==> config.mk <==
export PLATFORM = sky130hd
export DESIGN_NAME = adsr_envelope
export DESIGN_NICKNAME = d
export VERILOG_FILES = /design/src/rtl/adsr_envelope.sv
export SDC_FILE = /design/constraint.sdc
export NUM_CORES = 1
export LEC_CHECK = 0
export BUFFER_PORTS_ARGS = -buffer_cell sky130_fd_sc_hd__buf_2
export CAP_MARGIN = 20
export CELL_PAD_IN_SITES_DETAIL_PLACEMENT = 0
export CELL_PAD_IN_SITES_GLOBAL_PLACEMENT = 2
export CORE_UTILIZATION = 34
export DETAILED_ROUTE_END_ITERATION = 8
export HOLD_SLACK_MARGIN = 0.12
export PLACE_DENSITY = 0.8
export SYNTH_ARGS = -nofsm -noshare
export SYNTH_HDL_FRONTEND = slang
export SYNTH_SLANG_ARGS = --single-unit
==> constraint.sdc <==
create_clock -name clk -period 5.7 [get_ports clk]
set_clock_uncertainty 0.1 [all_clocks]
set_input_delay 0 -clock clk [delete_from_list [all_inputs] [get_ports clk]]
set_output_delay 0 -clock clk [all_outputs]
set_load 0.02 [all_outputs]
==> src/rtl/adsr_envelope.sv <==
// Per-voice ADSR amplitude envelope. Gate edges pick the phase and sample_tick advances the level.
// The registered level drives the signed amp input of the sine compute stage.
module adsr_envelope #(
    parameter logic [15:0] LEVEL_MAX   = 16'h7FFF,
    parameter bit          RETRIG_ZERO = 1'b0
) (
    input  logic        clk,
    input  logic        reset,
    input  logic        sample_tick,
    input  logic        gate,
    input  logic [15:0] attack_step,
    input  logic [15:0] decay_step,
    input  logic [15:0] sustain_level,
    input  logic [15:0] release_step,
    output logic [15:0] amp,
    output logic [2:0]  env_state,
    output logic        active,
    output logic        done
);
    typedef enum logic [2:0] {
        IDLE    = 3'd0,
        ATTACK  = 3'd1,
        DECAY   = 3'd2,
        SUSTAIN = 3'd3,
        RELEASE = 3'd4
    } state_t;

    state_t      state, state_nxt;
    logic [15:0] lvl, lvl_nxt;
    logic        gate_d, done_nxt;
    logic        rise, fall;
    logic [15:0] sus_clamped;
    logic [16:0] attack_sum, decay_floor;

    assign rise        = gate & ~gate_d;
    assign fall        = ~gate & gate_d;
    assign sus_clamped = (sustain_level > LEVEL_MAX) ? LEVEL_MAX : sustain_level;
    assign attack_sum  = {1'b0, lvl} + {1'b0, attack_step};
    assign decay_floor = {1'b0, sus_clamped} + {1'b0, decay_step};

    // Gate history keeps sampling during reset so a gate held through reset is not a new note.
    always_ff @(posedge clk) begin
        gate_d <= gate;
        if (reset) begin
            state <= IDLE;
            lvl   <= '0;
            done  <= 1'b0;
        end else begin
            state <= state_nxt;
            lvl   <= lvl_nxt;
            done  <= done_nxt;
        end
    end

    always_comb begin
        state_nxt = state;
        lvl_nxt   = lvl;
        done_nxt  = 1'b0;
        if (rise) begin
            state_nxt = ATTACK;
            lvl_nxt   = RETRIG_ZERO ? 16'h0000 : lvl;
        end else if (fall && (state == ATTACK || state == DECAY || state == SUSTAIN)) begin
            state_nxt = RELEASE;
        end else if (sample_tick) begin
            case (state)
                ATTACK: begin
                    if (attack_sum >= {1'b0, LEVEL_MAX}) begin
                        lvl_nxt   = LEVEL_MAX;
                        state_nxt = DECAY;
                    end else begin
                        lvl_nxt = attack_sum[15:0];
                    end
                end
                DECAY: begin
                    // Landing within one step of the sustain target snaps onto it.
                    if (lvl < sus_clamped) begin
                        state_nxt = SUSTAIN;
                    end else if ({1'b0, lvl} <= decay_floor) begin
                        lvl_nxt   = sus_clamped;
                        state_nxt = SUSTAIN;
                    end else begin
                        lvl_nxt = lvl - decay_step;
                    end
                end
                SUSTAIN: lvl_nxt = sus_clamped;
                RELEASE: begin
                    if (lvl <= release_step) begin
                        lvl_nxt   = '0;
                        state_nxt = IDLE;
                        done_nxt  = 1'b1;
                    end else begin
                        lvl_nxt = lvl - release_step;
                    end
                end
                default: begin
                    lvl_nxt   = '0;
                    state_nxt = IDLE;
                end
            endcase
        end
    end

    always_comb begin
        amp       = lvl;
        env_state = state;
        active    = (state != IDLE);
    end
endmodule
-- Yosys cells after proc, flatten, opt, wreduce, memory -nomap -nowiden
Cells that the tools add are included.
- eq/ne operators: 16
- reduce and logical (&&, ||, !) cells: 13
- magnitude comparators: 5
- add/sub/neg operators: 4
- bitwise gates (word level): 9
- muxes and demuxes: 15
- operators with widths (operator ; count):
    16-bit two-way mux ; 5
    16-bit one-hot mux with 4 select lines ; 1
    16-bit by 16-bit adder with 17-bit output ; 2
    16-bit subtractor ; 2
    3-bit two-way mux ; 6
    17-bit by 15-bit greater-or-equal comparator with 1-bit output (second input constant) ; 1
    16-bit by 17-bit less-or-equal comparator with 1-bit output ; 1
    16-bit by 15-bit greater-than comparator with 1-bit output (second input constant) ; 1
    16-bit less-or-equal comparator ; 1
    16-bit less-than comparator ; 1
    5-bit AND reduction ; 3
    3-bit one-hot mux with 4 select lines ; 1
    1-bit inverter ; 7
    3-bit by 2-bit equality test with 1-bit output (second input constant) ; 2
    3-bit by 1-bit != test with 1-bit output (second input constant) ; 2
    3-bit nonzero test ; 2
    5-bit by 2-bit != test with 1-bit output (second input constant) ; 1
    5-bit OR reduction ; 1
    2-bit by 1-bit != test with 1-bit output (second input constant) ; 2
    2-bit != test (second input constant) ; 2
    4-bit by 1-bit != test with 1-bit output (second input constant) ; 1
    4-bit by 2-bit != test with 1-bit output (second input constant) ; 1
    4-bit != test (second input constant) ; 1
    4-bit AND reduction ; 1
    other kinds (11) ; 14
- bits in registers: 21
- input port bits: 68
- logic and storage cells: 68

-- Longest topological paths before layout
- depth in word-level cells: 10
- gate-level depth with buffers: 22
- mapped depth without buffers: 21

-- Worst setup path after synthesis
Ideal clock, no wire load.
- path kind: in2reg
- start point: input sustain_level[15]
- end point: register lvl[6], in the netlist amp[6]
- path buffers: 2
- arrival time: 3952 ps
- setup time: 87 ps
- setup slack: 1561 ps
- required time: 5513 ps
- stages on the path: 21
- cell sequence: clkbuf_1 > or2_2 > ha_1 > a21o_1 > a21oi_1 > o21ai_0 > a21o_1 > a21o_1 > a211o_1 > a21oi_1 > xor2_1 > ha_1 > nand4_1 > nor3_1 > a31oi_1 > nand3_1 > a311oi_2 > buf_2 > mux2i_1 > a21oi_1 > a221oi_2
- cells in the longest elaborated chain, start to end: 7
- elaborated cells between the ends (all ways): 10
- classes of those cells: 1 x add/sub; 3 x order compare; 1 x eq/ne; 4 x mux; 1 x reduce/logical
- ends and longest elaborated chain (item ; line ; RTL):
    start: declaration ; 13 ; input logic [15:0] sustain_level,
    16-bit by 15-bit greater-than comparator with 1-bit output ; 37 ; assign sus_clamped = (sustain_level > LEVEL_MAX) ? LEVEL_MAX : sustain_level;
    16-bit two-way mux (*) ; 37 ;
    16-bit by 16-bit adder with 17-bit output ; 39 ; assign decay_floor = {1'b0, sus_clamped} + {1'b0, decay_step};
    16-bit by 17-bit less-or-equal comparator with 1-bit output ; 78 ; end else if ({1'b0, lvl} <= decay_floor) begin
    16-bit two-way mux ; 78 ;
    16-bit two-way mux ; 76 ; if (lvl < sus_clamped) begin
    16-bit one-hot mux with 4 select lines ; 65 ; case (state)
    end signal: assignment ; 50 ; lvl <= lvl_nxt;
    end: declaration ; 29 ; logic [15:0] lvl, lvl_nxt;
Mark *: on every way between the ends. The rest lies on a longest branch, timed or not. The select of a mux whose other input is x is not followed.
A chain may end at the register's enable or synchronous reset.

-- Worst setup path in the final report
- start point: input sustain_level[15]
- end point: register lvl[13], in the netlist amp[13]
Same word-level chain as after synthesis.

==> run_results.csv <==
group,metric,value,unit
sta,clock.fmax,0.223,GHz
die,io_pins,89,
cells_and_area,drive_gt1_share,16.3,%
grt,grt_pass1_wl,27.6,mm
sta,finalHoldWorstSlack,0.163,ns
yosys,synthDistinctLibCells,78,
placement,io_buffers,88,
job,cap_violations,0,
sta,fin_setup_tns,0,ns
yosys,syn_area,5430,um2
die,start_util,35.3,%
detailed_routing,ant_nets,0,
detailed_routing,routed_wl,17.4,mm
grt,antenna_found_initial,0,
detailed_routing,num_vias,5744,
power_and_ir_drop,p_int,411,uW
sta,slew_violations,0,
die,die_h,128,um
detailed_routing,drtPass1Iterations,5,
yosys,synth_edf_count,0,
worst_setup_path,startpoint_type,"input pin",
clocking,cts_post_setup_buffers_inserted,0,
worst_setup_path,critPathCaptureType,"register",
cells_and_area,final_util,40.5,%
die,rows,45,
grt,grt_pass1_vias,5391,
worst_setup_path,cp_common_cell,"a21o_1",
yosys,syn_inst,714,
sta,rsz0062_at_grt,"no",
die,dieArea,16500,um2
sta,final_hold_viol_count,0,
die,fp.dieW,128,um
cells_and_area,finalInstanceArea,6230,um2
power_and_ir_drop,vdd_drop_max,0.000114,V
clocking,cts.sinks,21,
worst_setup_path,cp-startpoint,"sustain_level[15]",
placement,dp_hpwl,14.7,mm
hold_path,hold_path_class,"in -> reg",
worst_setup_path,reg2reg_depth,10,
worst_setup_path,critPathSlowestCell,"or2_2",
hold_path,timing.hold.worst_endpoint,"amp[0]",
clocking,root_buffer,"clkbuf_16",
worst_setup_path,arrival,4.53,ns
yosys,synth-main-ff-cell,"dfxtp_1",
worst_setup_path,crit_required,5.75,ns
hold_path,min_delay_path_depth,4,
yosys,synth_warnings,0,
clocking,cts_tree,"yes",
grt,grt_max_degree,23,
power_and_ir_drop,p_sw_share,41.7,%
worst_setup_path,critical-path-max-stage-delay,0.36,ns
sta,min_period,4.48,ns
detailed_routing,drtIter0Drc,384,
placement,dpl-instance-area,6100,um2
detailed_routing,viasPerCell,5.68,
cells_and_area,layout_common_cells,"96 x ha_1, 88 x buf_2, 60 x inv_1, 60 x a21oi_1, 57 x nand2_1",
power_and_ir_drop,p_switching,293,uW
power_and_ir_drop,p_clk_share,22.0,%
worst_setup_path,r2r_end,"amp[6]",
cells_and_area,antenna-diode-count,0,
sta,slew_headroom,47.7,%
clocking,cts_resized,0,
clocking,cts_buffer_depth,2,
yosys,synthArstFlopShare,0,%
clocking,cts_htree_levels,1,
grt,grt_use_total,21.1,%
yosys,yosys_register_bits,21,
yosys,synth_fp_nets,882,
sta,fin_crit_sh,78.6,%
worst_setup_path,worstPathMaxFanout,22,
clocking,clk_transition_reported_paths,0.06,ns
clocking,cts_buffers,3,
worst_setup_path,timing.rr.start,"amp[0]",
cells_and_area,layout_commonest_cell,"ha_1",
power_and_ir_drop,combPwrFrac,55.1,%
power_and_ir_drop,power_leakage,0.00309,uW
detailed_routing,routedWlPerCell,17.2,um
detailed_routing,drc_errors,0,
cells_and_area,nNetsFinal,969,
clocking,insertion_delay,0.26,ns
cells_and_area,area.growth.synth_to_final,14.6,%
yosys,postSynthAreaPerCell,7.61,um2
worst_setup_path,crit_chain,"buf_2 -> or2_2 -> ha_1 -> a21o_1 -> a21oi_1 -> o21ai_0 -> a21o_1 -> a21o_1 -> a211o_1 -> a21oi_1 -> xor2_1 -> ha_1 -> nand4_1 -> nor3_1 -> a211oi_1 -> a311oi_2 -> buf_4 -> nor2_1 -> a211o_1 -> a221o_1",
power_and_ir_drop,seqPwrFrac,22.9,%
hold_path,min_from,"sustain_level[0]",
placement,gp_congestion,0.893,
die,coreArea,15400,um2
power_and_ir_drop,power_density,113,nW/um2
yosys,seq_area_frac_synth,7.74,%
status,status,"finished clean",
sta,worstMarginPinSlew,0.781,ns
worst_setup_path,worst-r2r-setup-slack,1.93,ns
sta,finalSetupViolCount,0,
worst_setup_path,worstSetupPathType,"in -> reg",
grt,grt_overflow,0,
-- stage by stage --
stage | total power [uW] | instances | setup WS (ns)
2_1_floorplan | 438 | 714 | 1.56
3_3_place_gp | 542 | 1002 | 1.07
3_5_place_dp | 546 | 1002 | 0.975
4_1_cts | 706 | 1010 | 1.22
5_1_grt | 757 | 1011 | 0.619
6_report | 704 | 1011 | 1.22
-- kinds of logic after synthesis --
family,share of synthesized area [%]
adders and majority gates,23.6
AOI/OAI and AO/OA,33.8
other,0.138
buffers and inverters,5.25
muxes,2.30
DFF,7.74
and+or+nand+nor,20.6
xor gates and xnor gates,6.61
-- registers in the layout, summed over array words and instances, names as in the netlist --
register,flops
done,1
amp,16
env_state,3
gate_d,1
-- synth_stat cells, types with 9 or more instances --
master	number	share of area [%]
ha_1	96	22
a21oi_1	60	5.5
inv_1	60	4.1
nand2_1	57	3.9
nor2_1	40	2.8
nand3_1	26	2.4
a21o_1	25	3.5
xnor2_1	23	3.7
dfxtp_1	21	7.7
o21ai_0	18	1.7
xor2_1	18	2.9
nand2b_1	14	1.6
o21a_1	14	1.9
o211ai_1	13	1.8
or2_2	13	1.5
nand4_1	12	1.4
nor3_1	12	1.1
mux2i_1	11	2.0
nor2b_1	11	1.3
o31ai_1	10	1.4
a31oi_1	9	1.0
-- critical path, delay by kind of cell --
family,cells,cell delay (ns)
XOR/XNOR,1,0.08
buffers and inverters,2,0.51
AO/OA/AOI/OAI,11,2.43
adder cells (fa/ha/maj),2,0.61
AND/OR/NAND/NOR,4,0.88
-- layer usage --
metal  wire [um]  vias to the layer above  global-route usage (%)  part of all wire [%]
li1            -                     2896                       -                     -
met4         170                        0                    2.08                  0.98
met2        8100                      115                    35.8                    46
met3         626                       15                    2.41                   3.6
met1        8530                     2718                    29.4                    49
met5           0                        -                       0                     0
-- area by class of cell --
type	count	area, um2
Timing Repair Buffer	95	507
Fill cell	1659	9140
Multi-Input combinational cell	620	4730
Sequential cell	21	420
Inverter	60	225
Tap cell	211	264
Clock buffer	4	78.8
-- worst max-delay path by stage --
stage	endpoint	slack, ns	cells past startpoint
floorplan	amp[6]	1.56	21
global placement	amp[13]	1.07	21
detailed placement	amp[13]	0.97	20
CTS	amp[13]	1.22	20
global route	amp[12]	0.62	21
finish	amp[13]	1.22	20
-- repair_timing --
item / in CTS / in global routing
endpoints found under the hold margin: 12 / 0
hold buffers: 4 / 0
endpoints found under the setup margin: 0 / 0
-- power groups by stage --
stage | Sequential, uW | Combinational (uW) | Clock, uW
floorplan | 163 | 275 | 0
global placement | 165 | 377 | 0
detailed placement | 165 | 381 | 0
CTS | 162 | 387 | 158
global route | 162 | 432 | 163
finish | 161 | 388 | 155
Power figures use the tool's default switching activity.
